## src/rtl/mc10181_pkg.sv

```systemverilog
// rtl/mc10181_pkg.sv - select-code names and P/G vector type for the MC10181 slice
package mc10181_pkg;

  // Select codes packed as {s0, s1, s2, s3}
  localparam logic [3:0] SEL_A         = 4'b0000;
  localparam logic [3:0] SEL_A_PLUS_B  = 4'b1001;
  localparam logic [3:0] SEL_A_MINUS_B = 4'b0110;
  localparam logic [3:0] SEL_AND       = 4'b1101;

  typedef struct packed {
    logic [3:0] p;
    logic [3:0] g;
  } pg_t;

endpackage

```

## src/rtl/mc10181_cla.sv

```systemverilog
// rtl/mc10181_cla.sv - lookahead carry and group propagate/generate for one 4-bit slice
module mc10181_cla
  import mc10181_pkg::*;
(
  input  pg_t        pg,
  input  logic       cin,
  output logic [3:0] carry,
  output logic       cg,
  output logic       cp,
  output logic       cout
);

  assign carry[0] = cin;
  assign carry[1] = pg.g[0] | (pg.p[0] & cin);
  assign carry[2] = pg.g[1] | (pg.p[1] & pg.g[0]) | (pg.p[1] & pg.p[0] & cin);
  assign carry[3] = pg.g[2] | (pg.p[2] & pg.g[1]) | (pg.p[2] & pg.p[1] & pg.g[0])
                  | (pg.p[2] & pg.p[1] & pg.p[0] & cin);

  assign cg = &pg.p;
  assign cp = pg.g[3]
            | (pg.p[3] & pg.g[2])
            | (pg.p[3] & pg.p[2] & pg.g[1])
            | (pg.p[3] & pg.p[2] & pg.p[1] & pg.g[0]);

  // Lookahead form of the carry out of bit 3
  assign cout = cp | (cg & cin);

endmodule

```

## src/rtl/mc10181_alu.sv

```systemverilog
// rtl/mc10181_alu.sv - MC10181 4-bit function generator; MC10181_OUTREG_EN adds an output register
module mc10181_alu
  import mc10181_pkg::*;
(
  input  logic s0,
  input  logic s1,
  input  logic s2,
  input  logic s3,
  input  logic boole,
  input  logic cin,
  input  logic a0,
  input  logic a1,
  input  logic a2,
  input  logic a3,
  input  logic b0,
  input  logic b1,
  input  logic b2,
  input  logic b3,
  output logic f0,
  output logic f1,
  output logic f2,
  output logic f3,
  output logic cg,
  output logic cp,
  output logic cout,
  input  logic clk,
  input  logic reset
);

  logic [3:0] a;
  logic [3:0] b;
  pg_t        pg;
  logic [3:0] carry;
  logic [3:0] f_comb;
  logic       cg_comb;
  logic       cp_comb;
  logic       cout_comb;

  assign a = {a3, a2, a1, a0};
  assign b = {b3, b2, b1, b0};

  assign pg.p = a | ({4{s0}} & b) | ({4{s1}} & ~b);
  assign pg.g = a & (({4{s2}} & ~b) | ({4{s3}} & b));

  mc10181_cla u_cla (
    .pg    (pg),
    .cin   (cin),
    .carry (carry),
    .cg    (cg_comb),
    .cp    (cp_comb),
    .cout  (cout_comb)
  );

  // Logic mode forces every k_i high so the carry chain drops out of F
  assign f_comb = pg.p ^ pg.g ^ (boole ? 4'b1111 : carry);

`ifdef MC10181_OUTREG_EN
  logic [3:0] f_q;
  logic       cg_q;
  logic       cp_q;
  logic       cout_q;

  always_ff @(posedge clk or posedge reset) begin
    if (reset) begin
      f_q    <= 4'b0000;
      cg_q   <= 1'b0;
      cp_q   <= 1'b0;
      cout_q <= 1'b0;
    end else begin
      f_q    <= f_comb;
      cg_q   <= cg_comb;
      cp_q   <= cp_comb;
      cout_q <= cout_comb;
    end
  end

  assign {f3, f2, f1, f0} = f_q;
  assign cg   = cg_q;
  assign cp   = cp_q;
  assign cout = cout_q;
`else
  logic unused_clk_reset;
  assign unused_clk_reset = clk ^ reset;

  assign {f3, f2, f1, f0} = f_comb;
  assign cg   = cg_comb;
  assign cp   = cp_comb;
  assign cout = cout_comb;
`endif

endmodule

```

## config.mk

```make
export PLATFORM = sky130hd
export DESIGN_NAME = mc10181_alu
export DESIGN_NICKNAME = d
export VERILOG_FILES = /design/src/rtl/mc10181_pkg.sv /design/src/rtl/mc10181_cla.sv /design/src/rtl/mc10181_alu.sv
export SDC_FILE = /design/constraint.sdc
export NUM_CORES = 1
export LEC_CHECK = 0
export BUFFER_PORTS_ARGS = -buffer_cell sky130_fd_sc_hd__buf_2
export CAP_MARGIN = 20
export CORE_AREA = 2 2 39 41
export DETAILED_ROUTE_END_ITERATION = 6
export DIE_AREA = 0 0 41 43
export SLEW_MARGIN = 0
export SYNTH_ARGS = -nofsm -noshare
export SYNTH_HDL_FRONTEND = slang
export SYNTH_SLANG_ARGS = --single-unit
```

## constraint.sdc

```tcl
create_clock -name vclk -period 2.1
set_input_delay 0.105 -clock vclk [all_inputs]
set_output_delay 0.105 -clock vclk [all_outputs]
set_load 0.03 [all_outputs]
```

==> metrics.txt <==
CTS Hold Bufs 0; number of endpoints failing setup at the final stage 0; dpl cell area 477 µm²; antenna violations before repair 0; die area 1760 µm²; cts repair resizes 0; time the worst path needs with I/O delays and setup 1640 ps; average wire per standard cell 10.9 µm; Layout area overhead 35.6%; result of the run complete, no violations; portion of the post-synthesis area used by sequential elements 0; cell with the biggest individual delay on the critical path sky130_fd_sc_hd__a211oi_2; setup slack at placement 447 ps; most frequent cell on the critical path sky130_fd_sc_hd__buf_2; Port Buffer Count 21; final weighted congestion of routability-driven global placement 0.826; ANT cells 0; Boundary Pins 23; worst path cell trace buf_2 > and2_1 > o311ai_4 > o311ai_2 > a211oi_2 > xor2_1 > buf_2; DR vias/cell 5.10; worst stage delay on the critical path 270 ps; capturing element type of the critical path output port; Post-Layout Inst Area 477 µm²; total of clock buffers placed in the layout 0; total via count in the routed design 444; smallest setup slack after layout 460 ps; setup tns final 0 ps; row count 14; setup fix buffers added after clock tree synthesis 0; vias in the first global route 364; HPWL after detailed placement 810 µm; nets in the synthesized netlist 66; transition time at the pin with the least slew margin 353 ps; number of max-slew violations in the final report 0; First DRT Iteration DRCs 8; aggregate global-route resource usage 0.105; Min Hold Slack 669 ps; number of nets in the final layout 89; maximum number of pins on one net before global-route repair 7; first-pass GRT wire length 1.40 mm; max-cap viol count 0; sequential cell area in the final layout 0 µm²; cell area after technology mapping 352 µm²; type of the worst min-delay path in -> out; Worst setup SP type input pin; met2 routing resource usage after global routing 0.203; global route total overflow 0; RSZ-0062 raised after global routing no; most frequent standard cell in the layout excluding fill and tap cells sky130_fd_sc_hd__buf_2; largest driver fanout on the critical path 6; maximum operating frequency 0.610 GHz; commonest cells after routing, fill and taps aside sky130_fd_sc_hd__buf_2, sky130_fd_sc_hd__nand2_1, sky130_fd_sc_hd__inv_1; final routed DRC violation total 0; mean area per synthesized cell 7.03 µm²; Final Hold Fails 0; die outline width 41 µm; Pleak 0.240 nW; vertical die dimension 43 µm; first-pass detailed-route iteration total 4; Detailed Route WL 950 µm; number of fillers in the final layout 151; initial standard-cell utilization of the core 0.254; number of warnings issued by yosys 0; required time of the critical path 2000 ps; total power draw 0.161 mW; power density over the cells 338 nW/µm²; Critical Path AT 1530 ps; worst setup path category in -> out; Rel. slew slack 0.764; sequential cell count 0; grt met3 use 0; Top Usage Layer GRT met2; Gate Count Post-Synth 50; worst voltage drop across the vdd grid 110 µV; Core ar. 1380 µm²; distinct cell type count after synthesis 28; post-route fraction of the period consumed by the critical path 0.781; antenna violation net count after detailed routing 0; M1 GR Usage 0.127; share of post-route cells with drive strength above 1 0.394
==> Yosys cell counts, types with 2 or more instances <==
master,n,area share
sky130_fd_sc_hd__a21o_1,2,0.043
sky130_fd_sc_hd__a21oi_1,2,0.028
sky130_fd_sc_hd__inv_1,4,0.043
sky130_fd_sc_hd__inv_2,2,0.021
sky130_fd_sc_hd__mux2_1,2,0.064
sky130_fd_sc_hd__nand2_1,8,0.085
sky130_fd_sc_hd__nand2b_1,2,0.036
sky130_fd_sc_hd__nor2_1,3,0.032
sky130_fd_sc_hd__nor2b_1,3,0.053
sky130_fd_sc_hd__o211ai_1,3,0.064
sky130_fd_sc_hd__xor2_1,2,0.050
==> stage by stage <==
stage / util / cells
floorplan: - / 50
global placement: 0.344 / 87
detailed placement: 0.344 / 87
CTS: 0.344 / 87
global route: 0.344 / 87
finish: 0.344 / 87
==> path summary, 6_finish.rpt <==
kind                  startpoint  depth (start not counted)  end  slack [ps]
worst max-delay path          s0                          7   f3         460
worst min-delay path       boole                          4   f2         670
==> critical path: cells and delay by family <==
kind | cells | cell delay (ps)
AO/OA/AOI/OAI | 3 | 730
XOR/XNOR | 1 | 160
AND/OR/NAND/NOR | 1 | 190
buffers and inverters | 2 | 340
==> power breakdown <==
part	switching, mW	leakage, nW	total [mW]	internal [mW]
clock	0	0	0	0
combinational	0.100	0.240	0.161	0.0607
sequential	0	0	0	0
==> final cells by class <==
| cell class | count | area (µm²) | area share |
|---|---|---|---|
| tap | 16 | 20.0 | 0.0420 |
| inverter | 6 | 22.5 | 0.0472 |
| multi-input combinational | 44 | 329 | 0.690 |
| timing repair buffer | 21 | 105 | 0.220 |
==> logic make-up after synthesis <==
kind of cell,Yosys count,share of synthesized area
XOR/XNOR,3,0.0747
multiplexers,4,0.135
buffers and inverters,6,0.0641
AND/OR/NAND/NOR,20,0.278
AO/OA/AOI/OAI,17,0.448
==> routing by layer <==
| metal | share of wire | routed length (µm) |
|---|---|---|
| met5 | 0 | 0 |
| met4 | 0 | 0 |
| met3 | 0.055 | 52 |
| met2 | 0.52 | 492 |
| met1 | 0.43 | 404 |
Note: power is estimated with default switching activity, not from simulation.
